## src/rtl/multi_freq_serial_out_pkg.sv

```systemverilog
// Shared definitions for the programmable-rate serial output engine:
// mode encodings and the two-state FSM encoding.
package diff_freq_pkg;

    localparam logic [1:0] MODE_ONESHOT = 2'b00;
    localparam logic [1:0] MODE_REPEAT  = 2'b01;
    localparam logic [1:0] MODE_CONT    = 2'b10;

    typedef enum logic [0:0] {
        IDLE  = 1'b0,
        SHIFT = 1'b1
    } state_e;

endpackage

```

## src/rtl/multi_freq_serial_out_if.sv

```systemverilog
// Control, data and status bundle of the serial output engine.
// master drives the request side, slave is the engine itself.
interface multi_freq_serial_out_if #(
    parameter int DATA_BIT = 32,
    parameter int DIV_W    = 16,
    parameter int REPEAT_W = 8
);
    logic                i_start;
    logic                i_stop;
    logic [1:0]          i_mode;
    logic                i_msb_first;
    logic [DIV_W-1:0]    i_divisor;
    logic [REPEAT_W-1:0] i_repeat;
    logic [DATA_BIT-1:0] i_data;

    logic                o_data;
    logic                o_busy;
    logic                o_bit_tick;
    logic                o_frame_tick;
    logic                o_done_tick;

    modport master (
        output i_start, i_stop, i_mode, i_msb_first, i_divisor, i_repeat, i_data,
        input  o_data, o_busy, o_bit_tick, o_frame_tick, o_done_tick
    );

    modport slave (
        input  i_start, i_stop, i_mode, i_msb_first, i_divisor, i_repeat, i_data,
        output o_data, o_busy, o_bit_tick, o_frame_tick, o_done_tick
    );
endinterface

```

## src/rtl/multi_freq_serial_out_tick_gen.sv

```systemverilog
// Programmable rate tick: pulses every i_divisor+1 clocks while enabled,
// counter forced to zero whenever disabled.
module prog_tick_gen #(
    parameter int DIV_W = 16
) (
    input  logic             clk,
    input  logic             rst_n,
    input  logic             i_en,
    input  logic [DIV_W-1:0] i_divisor,
    output logic             o_tick
);
    logic [DIV_W-1:0] cnt_reg;
    logic [DIV_W-1:0] cnt_next;

    assign o_tick = i_en && (cnt_reg == i_divisor);

    always_comb begin
        cnt_next = cnt_reg + 1'b1;
        if (!i_en || o_tick) begin
            cnt_next = '0;
        end
    end

    always_ff @(posedge clk or negedge rst_n) begin
        if (!rst_n) begin
            cnt_reg <= '0;
        end else begin
            cnt_reg <= cnt_next;
        end
    end
endmodule

```

## src/rtl/multi_freq_serial_out.sv

```systemverilog
// Serial output engine: shifts a DATA_BIT word out on one wire at a run-time
// programmable bit rate, with one-shot, counted-repeat and continuous modes.
module multi_freq_serial_out
    import diff_freq_pkg::*;
#(
    parameter int DATA_BIT     = 32,
    parameter int TICK_PER_BIT = 16,
    parameter int DIV_W        = 16,
    parameter int REPEAT_W     = 8
) (
    input  logic                   clk,
    input  logic                   rst_n,
    multi_freq_serial_out_if.slave bus
);
    localparam int IDX_W = $clog2(DATA_BIT);
    localparam int TPB_W = (TICK_PER_BIT > 1) ? $clog2(TICK_PER_BIT) : 1;
    localparam logic [IDX_W-1:0] IDX_LAST = IDX_W'(DATA_BIT - 1);
    localparam logic [TPB_W-1:0] TPB_LAST = TPB_W'(TICK_PER_BIT - 1);
    localparam logic [0:0] S_IDLE  = IDLE;
    localparam logic [0:0] S_SHIFT = SHIFT;

    logic [0:0]          state_reg,     state_next;
    logic [DATA_BIT-1:0] data_reg,      data_next;
    logic [DIV_W-1:0]    div_reg,       div_next;
    logic [1:0]          mode_reg,      mode_next;
    logic                msb_reg,       msb_next;
    logic [REPEAT_W-1:0] rep_reg,       rep_next;
    logic                stop_reg,      stop_next;
    logic [REPEAT_W-1:0] frame_cnt_reg, frame_cnt_next;
    logic [IDX_W-1:0]    idx_reg,       idx_next;
    logic [TPB_W-1:0]    tpb_cnt_reg,   tpb_cnt_next;

    logic                shifting;
    logic                tick;
    logic                bit_end;
    logic                frame_end;
    logic                final_frame;
    logic [DATA_BIT-1:0] data_rev;

    assign shifting = (state_reg == S_SHIFT);

    prog_tick_gen #(
        .DIV_W (DIV_W)
    ) u_tick_gen (
        .clk       (clk),
        .rst_n     (rst_n),
        .i_en      (shifting),
        .i_divisor (div_reg),
        .o_tick    (tick)
    );

    // Mirrored copy of the shadow word so MSB-first is a plain index too.
    for (genvar gi = 0; gi < DATA_BIT; gi++) begin : g_rev
        assign data_rev[gi] = data_reg[DATA_BIT-1-gi];
    end

    assign bit_end   = shifting && tick && (tpb_cnt_reg == TPB_LAST);
    assign frame_end = bit_end && (idx_reg == IDX_LAST);

    // Mode 11 falls through to one-shot; a stop raised in the boundary cycle
    // itself still ends the run on this frame.
    assign final_frame = ((mode_reg != MODE_REPEAT) && (mode_reg != MODE_CONT))
                      || ((mode_reg == MODE_REPEAT) && (frame_cnt_reg == rep_reg))
                      || stop_reg
                      || bus.i_stop;

    assign bus.o_data       = shifting && (msb_reg ? data_rev[idx_reg] : data_reg[idx_reg]);
    assign bus.o_busy       = shifting;
    assign bus.o_bit_tick   = bit_end;
    assign bus.o_frame_tick = frame_end;
    assign bus.o_done_tick  = frame_end && final_frame;

    always_comb begin
        state_next     = state_reg;
        data_next      = data_reg;
        div_next       = div_reg;
        mode_next      = mode_reg;
        msb_next       = msb_reg;
        rep_next       = rep_reg;
        stop_next      = stop_reg;
        frame_cnt_next = frame_cnt_reg;
        idx_next       = idx_reg;
        tpb_cnt_next   = tpb_cnt_reg;

        case (state_reg)
            S_IDLE: begin
                if (bus.i_start) begin
                    data_next      = bus.i_data;
                    div_next       = bus.i_divisor;
                    mode_next      = bus.i_mode;
                    msb_next       = bus.i_msb_first;
                    rep_next       = bus.i_repeat;
                    stop_next      = 1'b0;
                    frame_cnt_next = '0;
                    idx_next       = '0;
                    tpb_cnt_next   = '0;
                    state_next     = S_SHIFT;
                end
            end
            S_SHIFT: begin
                if (bus.i_stop) begin
                    stop_next = 1'b1;
                end
                if (tick) begin
                    if (tpb_cnt_reg == TPB_LAST) begin
                        tpb_cnt_next = '0;
                        if (idx_reg == IDX_LAST) begin
                            idx_next = '0;
                            if (final_frame) begin
                                stop_next  = 1'b0;
                                state_next = S_IDLE;
                            end else begin
                                // Mode stays fixed for the whole run; only
                                // data, rate and bit order follow the inputs.
                                data_next = bus.i_data;
                                div_next  = bus.i_divisor;
                                msb_next  = bus.i_msb_first;
                                if (mode_reg == MODE_REPEAT) begin
                                    frame_cnt_next = frame_cnt_reg + 1'b1;
                                end
                            end
                        end else begin
                            idx_next = idx_reg + 1'b1;
                        end
                    end else begin
                        tpb_cnt_next = tpb_cnt_reg + 1'b1;
                    end
                end
            end
            default: begin
                state_next = S_IDLE;
            end
        endcase
    end

    always_ff @(posedge clk or negedge rst_n) begin
        if (!rst_n) begin
            state_reg     <= S_IDLE;
            data_reg      <= '0;
            div_reg       <= '0;
            mode_reg      <= MODE_ONESHOT;
            msb_reg       <= 1'b0;
            rep_reg       <= '0;
            stop_reg      <= 1'b0;
            frame_cnt_reg <= '0;
            idx_reg       <= '0;
            tpb_cnt_reg   <= '0;
        end else begin
            state_reg     <= state_next;
            data_reg      <= data_next;
            div_reg       <= div_next;
            mode_reg      <= mode_next;
            msb_reg       <= msb_next;
            rep_reg       <= rep_next;
            stop_reg      <= stop_next;
            frame_cnt_reg <= frame_cnt_next;
            idx_reg       <= idx_next;
            tpb_cnt_reg   <= tpb_cnt_next;
        end
    end
endmodule

```

## src/flat_wrapper.sv

```systemverilog
// flat-port wrapper written by rule: the top's interface ports become plain ports
module multi_freq_serial_out_flat import diff_freq_pkg::*;
#(
    parameter int DATA_BIT     = 32,
    parameter int TICK_PER_BIT = 16,
    parameter int DIV_W        = 16,
    parameter int REPEAT_W     = 8
)
  (clk, rst_n, bus_i_start, bus_i_stop, bus_i_mode, bus_i_msb_first, bus_i_divisor, bus_i_repeat, bus_i_data, bus_o_data, bus_o_busy, bus_o_bit_tick, bus_o_frame_tick, bus_o_done_tick);
  multi_freq_serial_out_if #(.DATA_BIT(DATA_BIT), .DIV_W(DIV_W), .REPEAT_W(REPEAT_W)) bus_i ();
  input  logic clk;
  input  logic rst_n;
  input wire logic [$bits(bus_i.i_start)-1:0] bus_i_start;
  input wire logic [$bits(bus_i.i_stop)-1:0] bus_i_stop;
  input wire logic [$bits(bus_i.i_mode)-1:0] bus_i_mode;
  input wire logic [$bits(bus_i.i_msb_first)-1:0] bus_i_msb_first;
  input wire logic [$bits(bus_i.i_divisor)-1:0] bus_i_divisor;
  input wire logic [$bits(bus_i.i_repeat)-1:0] bus_i_repeat;
  input wire logic [$bits(bus_i.i_data)-1:0] bus_i_data;
  output wire logic [$bits(bus_i.o_data)-1:0] bus_o_data;
  output wire logic [$bits(bus_i.o_busy)-1:0] bus_o_busy;
  output wire logic [$bits(bus_i.o_bit_tick)-1:0] bus_o_bit_tick;
  output wire logic [$bits(bus_i.o_frame_tick)-1:0] bus_o_frame_tick;
  output wire logic [$bits(bus_i.o_done_tick)-1:0] bus_o_done_tick;
  assign bus_i.i_start = bus_i_start;
  assign bus_i.i_stop = bus_i_stop;
  assign bus_i.i_mode = bus_i_mode;
  assign bus_i.i_msb_first = bus_i_msb_first;
  assign bus_i.i_divisor = bus_i_divisor;
  assign bus_i.i_repeat = bus_i_repeat;
  assign bus_i.i_data = bus_i_data;
  assign bus_o_data = bus_i.o_data;
  assign bus_o_busy = bus_i.o_busy;
  assign bus_o_bit_tick = bus_i.o_bit_tick;
  assign bus_o_frame_tick = bus_i.o_frame_tick;
  assign bus_o_done_tick = bus_i.o_done_tick;
  multi_freq_serial_out #(.DATA_BIT(DATA_BIT), .TICK_PER_BIT(TICK_PER_BIT), .DIV_W(DIV_W), .REPEAT_W(REPEAT_W)) u_core (.clk(clk), .rst_n(rst_n), .bus(bus_i));
endmodule
```

## config.mk

```make
export PLATFORM = sky130hd
export DESIGN_NAME = multi_freq_serial_out_flat
export DESIGN_NICKNAME = d
export VERILOG_FILES = /design/src/rtl/multi_freq_serial_out_pkg.sv /design/src/rtl/multi_freq_serial_out_if.sv /design/src/rtl/multi_freq_serial_out_tick_gen.sv /design/src/rtl/multi_freq_serial_out.sv /design/src/flat_wrapper.sv
export SDC_FILE = /design/constraint.sdc
export NUM_CORES = 1
export LEC_CHECK = 0
export CAP_MARGIN = 25
export CORE_ASPECT_RATIO = 0.6
export CORE_MARGIN = 2
export CORE_UTILIZATION = 40
export CTS_BUF_LIST = sky130_fd_sc_hd__clkbuf_8
export DETAILED_ROUTE_END_ITERATION = 10
export PLACE_DENSITY_LB_ADDON = 0.1
export SKIP_LAST_GASP = 1
export SLEW_MARGIN = 20
export SYNTH_ARGS = -nofsm -noshare
export SYNTH_HDL_FRONTEND = slang
export SYNTH_SLANG_ARGS = --single-unit
export TNS_END_PERCENT = 100
```

## constraint.sdc

```tcl
create_clock -name clk -period 3.3 [get_ports clk]
set_input_delay 0.33 -clock clk [delete_from_list [all_inputs] [get_ports clk]]
set_output_delay 0.33 -clock clk [all_outputs]
set_load 0.02 [all_outputs]
```

==> impl_metrics.py, run 1 <==
metrics = {
    "global_routing": {
        "grt.overflow.total": 0,
        "grt_max_degree": 51,
        "met3_usage": 0.0495,
        "grt_pass1_vias": 3369,
        "groute.usage.overall": 0.172,
        "grtUsageMet2": 0.248,
        "top_usage_layer": "met1",
        "grt_pass1_wl_mm": 17.6,
        "grt.met1_usage": 0.259,
        "antenna_found_initial": 0,
    },
    "cts": {
        "numCtsBuffers": 9,
        "clockBufferDepth": 2,
        "cts.sinks": 94,
        "root_buffer": "clkbuf_8",
        "cts_tree": "done",
        "clk_pin_slew_worst_paths_ps": 90,
        "clock_latency_ps": 360,
        "ctsHtreeMaxLevel": 3,
    },
    "final_layout": {
        "layout_commonest_cell": "dfrtp_1",
        "largest_reg_flops": 32,
        "area_delta_synth_final_pct": 24.7,
        "nets": 550,
        "drive_above_1_share": 0.218,
        "insertedDiodeCount": 0,
        "layout_common_cells": "93 x dfrtp_1, 66 x clkdlybuf4s50_1, 52 x mux2_2, 47 x nand2_1, 30 x xnor2_1",
        "num-fill-cells": 1098,
    },
    "setup_path": {
        "critical_path.endpoint_type": "output port",
        "crit_required_ps": 2970,
        "crit_end": "bus_o_data",
        "r2r_cells": 8,
        "timing.rr.start": "u_core.idx_reg[1]$_DFFE_PN0P_",
        "worstSetupStartpoint": "u_core.idx_reg[0]$_DFFE_PN0P_",
        "start_kind": "flip-flop",
        "critPathKind": "reg2out",
        "worst_ep_arrival_time_ps": 2730,
        "critPathMaxFanout": 6,
        "r2r-end": "u_core.data_reg[26]$_DFFE_PN0P_",
        "r2r_slack_ps": 740,
    },
    "timing": {
        "max_freq_mhz": 327,
        "tightest_slew_ps": 644,
        "finClkSkew_ps": 8.95,
        "setup_viol": 0,
        "slew_headroom": 0.571,
        "tns_ps": 0,
        "post-route-min-period_ps": 3060,
        "post-route-period-util": 0.926,
        "finalHoldViolCount": 0,
        "slew_violations": 0,
        "fin_ws_ps": 244,
        "rsz0062_at_grt": "no",
    },
    "pwr": {
        "p_leak_nw": 2.58,
        "p_comb_frac": 0.189,
        "pwr-share-clk": 0.333,
        "ir_drop_uv": 232,
        "seqPwrFrac": 0.478,
        "p_int_mw": 2.22,
        "power_density_nw_per_um2": 499,
        "power.switching_mw": 0.796,
        "p_sw_frac": 0.264,
    },
    "run_status": {
        "outcome": "complete, no violations",
    },
    "flow_run": {
        "maxCapViolCount": 0,
    },
    "placed_design": {
        "pre_cts_slack_ps": 302,
        "portBuffers": 67,
        "dp_hpwl_mm": 7.44,
        "finalWeightedCongestion": 0.767,
    },
    "yosys": {
        "synth_edf_count": 0,
        "synth_warnings": 0,
        "yosysUniqueCellTypes": 42,
        "synthFlopType": "dfrtp_1",
        "syn_inst": 409,
        "syn_avg_cell_area_sq_um": 11.8,
        "yosysSeqAreaShare": 0.485,
        "synthArstFlopShare": 1.00,
        "synthesis.area_sq_um": 4850,
        "synth.net_count": 477,
        "ys_ff_latch": 94,
    },
    "floorplan": {
        "fp.dieW_um": 146,
        "dieArea_sq_um": 13000,
        "row_count": 31,
        "coreArea_sq_um": 11900,
        "die_h_um": 89.3,
        "ioPinCount": 68,
        "initial_core_util": 0.406,
    },
    "routing": {
        "vias": 3379,
        "drt_iter0_drc": 234,
        "drc": 0,
        "dr.pass1.iters": 4,
        "wirelength_mm": 10.4,
        "via_per_inst": 5.18,
        "ant_nets": 0,
        "routedWlPerCell_um": 16.0,
    },
    "min_path": {
        "hold_class": "in2reg",
    },
}
-- layout make-up --
class | instances | area (sq um) | area share
clock buffer | 10 | 138 | 0.0228
clock inverter | 6 | 133 | 0.0220
inverter | 7 | 26.3 | 0.00435
multi-input combinational | 290 | 2370 | 0.393
sequential | 94 | 2350 | 0.390
tap | 165 | 206 | 0.0342
timing repair buffer | 80 | 810 | 0.134
-- kinds of logic (layout without fill, tap and decap cells) --
kind of cell,count (synthesis),count (layout),share of synthesized area
xor gates and xnor gates,35,35,0.0633
buffers and inverters,25,103,0.0245
DFF,94,94,0.485
and+or+nand+nor,131,131,0.137
adders and majority gates,5,5,0.0129
AOI/OAI and AO/OA,44,44,0.0643
muxes,75,75,0.212
-- critical path: stages, from the launching register on --
cell and delay (ps):
dfrtp_2 400, buf_12 130, mux4_2 500, mux4_2 500
o2111ai_1 180, o21ai_0 120, clkdlybuf4s50_1 550
-- how the worst min path moves through the flow --
stage,start,to,slack (ps),depth (start not counted)
2_1_floorplan,rst_n,u_core.bus.o_busy$_DFF_PN0_,30,0
3_3_place_gp,rst_n,u_core.data_reg[7]$_DFFE_PN0P_,380,1
3_5_place_dp,rst_n,u_core.data_reg[7]$_DFFE_PN0P_,380,1
4_1_cts,bus_i_repeat[6],u_core.rep_reg[6]$_DFFE_PN0P_,480,3
5_1_grt,bus_i_repeat[3],u_core.rep_reg[3]$_DFFE_PN0P_,500,3
6_report,bus_i_repeat[6],u_core.rep_reg[6]$_DFFE_PN0P_,500,3
-- power by group through the flow --
stage          clock network (mW)  logic [mW]  registers (mW)
3_3_place_gp                    0       0.543            1.46
3_5_place_dp                    0       0.555            1.46
2_1_floorplan                   0       0.399            1.41
5_1_grt                      1.09       0.636            1.47
4_1_cts                      1.04       0.559            1.45
6_report                     1.00       0.569            1.44
-- synthesized netlist by cell type, types with 4 or more instances --
| library cell | count | share of area |
|---|---|---|
| a21oi_1 | 11 | 0.011 |
| or3_1 | 4 | 0.0052 |
| xor2_1 | 5 | 0.0090 |
| o21ai_0 | 15 | 0.015 |
| mux2i_1 | 6 | 0.012 |
| inv_1 | 7 | 0.0054 |
| nand2_1 | 47 | 0.036 |
| nor2_1 | 23 | 0.018 |
| ha_1 | 5 | 0.013 |
| clkbuf_1 | 9 | 0.0070 |
| and4_1 | 6 | 0.011 |
| nand3_1 | 12 | 0.012 |
| xnor2_1 | 30 | 0.054 |
| mux4_2 | 17 | 0.079 |
| nand4_1 | 12 | 0.015 |
| nand2b_1 | 7 | 0.0090 |
| nor2b_1 | 5 | 0.0065 |
| buf_4 | 6 | 0.0093 |
| and3_1 | 4 | 0.0052 |
| mux2_2 | 52 | 0.12 |
| dfrtp_1 | 94 | 0.49 |
-- metrics by stage --
stage | utilization | instances | total power [mW] | hold slack (ps) | cell area, sq um
final | 0.506 | 652 | 3.01 | 499 | 6040
after global routing | 0.506 | 652 | 3.19 | 500 | 6040
after CTS | 0.503 | 650 | 3.04 | 479 | 6010
after detailed placement | 0.479 | 633 | 2.02 | 383 | 5730
after global placement | 0.479 | 633 | 2.00 | 382 | 5730
after floorplan | - | 409 | 1.80 | 34.4 | 4850
-- timing repair --
item / in CTS / in global routing
gates resized for setup: 1 / 1
gates cloned: 0 / 0
hold buffers: 1 / 0
buffers inserted: 0 / 2
hold endpoints to repair: 28 / 0
setup endpoints to repair: 1 / 2
-- per-layer routing --
layer	share of wire	up-vias
met3	0.040	2
met2	0.42	60
met4	0.0026	0
li1	-	1620
met1	0.53	1697
met5	0	-
No activity file was read; power rests on OpenSTA's default activity.
==> run 2, diff against run 1 <==
CORE_ASPECT_RATIO = 1.75   (was 0.6)
==> impl_metrics.py, run 2 (same netlist as run 1, synthesis figures left out) <==
metrics = {
    "timing": {
        "setup_viol": 0,
        "tightest_slew_ps": 694,
        "fin_ws_ps": 143,
        "tns_ps": 0,
        "post-route-min-period_ps": 3160,
        "rsz0062_at_grt": "no",
        "max_freq_mhz": 317,
        "slew_violations": 0,
        "fin_hold_ws_ps": -18.4,
        "post-route-period-util": 0.957,
        "finClkSkew_ps": 15.5,
        "finalHoldViolCount": 1,
        "slew_headroom": 0.537,
    },
    "final_layout": {
        "area_delta_synth_final_pct": 22.2,
        "multi_input_area_sq_um": 2370,
        "largest_reg_flops": 32,
        "layout_commonest_cell": "dfrtp_1",
        "drive_above_1_share": 0.216,
        "num-fill-cells": 1107,
        "post-route-util": 0.496,
        "insertedDiodeCount": 0,
        "layout_common_cells": "93 x dfrtp_1, 66 x clkdlybuf4s50_1, 52 x mux2_2, 47 x nand2_1, 30 x xnor2_1",
        "seqCellArea_sq_um": 2350,
        "nets": 549,
    },
    "setup_path": {
        "cpMaxStageDelayCell": "clkdlybuf4s50_1",
        "critPathMaxFanout": 9,
        "path_cells": "mux4_2 -> mux4_2 -> o2111ai_1 -> o21ai_0 -> clkdlybuf4s50_1",
        "critPathMostFrequentCell": "mux4_2",
        "critPathKind": "reg2out",
        "critical_path.endpoint_type": "output port",
        "start_kind": "flip-flop",
        "critPathMaxStageDelay_ps": 550,
        "worst_ep_arrival_time_ps": 2830,
        "crit_required_ps": 2970,
    },
    "floorplan": {
        "coreArea_sq_um": 11900,
        "fp.dieW_um": 87.2,
        "row_count": 53,
        "initial_core_util": 0.406,
        "die_h_um": 150,
        "dieArea_sq_um": 13000,
        "ioPinCount": 68,
    },
    "global_routing": {
        "grt.overflow.total": 0,
        "grt_pass1_vias": 3577,
        "grtUsageMet2": 0.340,
        "grt_max_degree": 54,
        "grt.met1_usage": 0.194,
        "groute.usage.overall": 0.177,
        "grt_pass1_wl_mm": 17.8,
        "met3_usage": 0.0303,
        "antenna_found_initial": 0,
        "top_usage_layer": "met2",
    },
    "routing": {
        "via_per_inst": 5.42,
        "dr.pass1.iters": 4,
        "wirelength_mm": 10.8,
        "routedWlPerCell_um": 17.3,
        "vias": 3379,
        "ant_nets": 0,
        "drt_iter0_drc": 155,
        "drc": 0,
    },
    "cts": {
        "hold_buffers": 0,
        "clock_latency_ps": 380,
        "cts-resized-gates": 1,
        "cts.sinks": 94,
        "numCtsBuffers": 9,
        "post_cts_buffers": 0,
        "root_buffer": "clkbuf_8",
        "cts_tree": "done",
        "ctsHtreeMaxLevel": 3,
        "clockBufferDepth": 2,
        "clk_pin_slew_worst_paths_ps": 100,
    },
    "pwr": {
        "p_leak_nw": 2.55,
        "power_density_nw_per_um2": 486,
        "power_mw": 2.88,
        "ir_drop_uv": 307,
    },
    "placed_design": {
        "finalWeightedCongestion": 0.784,
        "dp_hpwl_mm": 8.05,
        "portBuffers": 67,
        "pre_cts_slack_ps": 389,
    },
    "run_status": {
        "outcome": "finished with violations",
        "violations": "hold timing",
    },
    "min_path": {
        "hold_class": "in2async",
    },
    "flow_run": {
        "maxCapViolCount": 0,
    },
}
## run 2: changes by cell type in the layout (fill, tap and decap cells not counted)
cell           previous run  this run
buf_12                    3         1
buf_4                     9        12
buf_6                     1         0
bufinv_16                 4         2
dlygate4sd3_1             1         0
inv_1                     7         8
inv_6                     0         1
## run 2: final cells by class
class | count | share of cell area
multi-input combinational | 290 | 0.401
tap | 137 | 0.0290
timing repair buffer | 79 | 0.130
clock buffer | 10 | 0.0233
clock inverter | 6 | 0.0144
sequential | 94 | 0.398
inverter | 7 | 0.00444
## run 2: layer usage
metal | routed length (um) | part of all wire | vias to the layer above
met2 | 6340 | 0.59 | 46
met4 | 155 | 0.014 | 0
met3 | 234 | 0.022 | 9
li1 | - | - | 1614
met1 | 4030 | 0.37 | 1710
met5 | 0 | 0 | -
## run 2: stage by stage
step           hold WS (ps)  cells  area (sq um)
2_1_floorplan          34.4    409          4850
3_3_place_gp            428    607          5700
3_5_place_dp            427    607          5700
4_1_cts                3.28    623          5920
5_1_grt                32.5    623          5920
6_report              -18.4    623          5920
## run 2: worst max-delay path, delay by kind of cell, from the launching register on
family | cells | cell delay [ps]
buffers and inverters | 1 | 550
multiplexers | 2 | 1030
AO/OA/AOI/OAI | 2 | 340
flip-flops | 1 | 530
## run 2: worst paths after layout
check                                              startpoint                                   to  cells after the start  slack [ps]
worst min register to register  u_core.rep_reg[6]$_DFFE_PN0P_        u_core.rep_reg[6]$_DFFE_PN0P_                      2         500
worst max-delay path            u_core.idx_reg[0]$_DFFE_PN0P_                           bus_o_data                      5         140
worst max register to register  u_core.idx_reg[0]$_DFFE_PN0P_  u_core.frame_cnt_reg[0]$_DFFE_PN0P_                     10         660
min in group clk                              bus_i_repeat[7]        u_core.rep_reg[7]$_DFFE_PN0P_                      3         470
max in group asynchronous                               rst_n        u_core.idx_reg[0]$_DFFE_PN0P_                      2        2520
worst min-delay path                                    rst_n  u_core.frame_cnt_reg[5]$_DFFE_PN0P_                      1         -20
## run 2: report_power, final
part,leakage [nW],switching [mW],internal (mW)
logic,1.22,0.233,0.326
registers,1.21,0.166,1.28
clock network,0.114,0.424,0.447
total,2.55,0.823,2.05
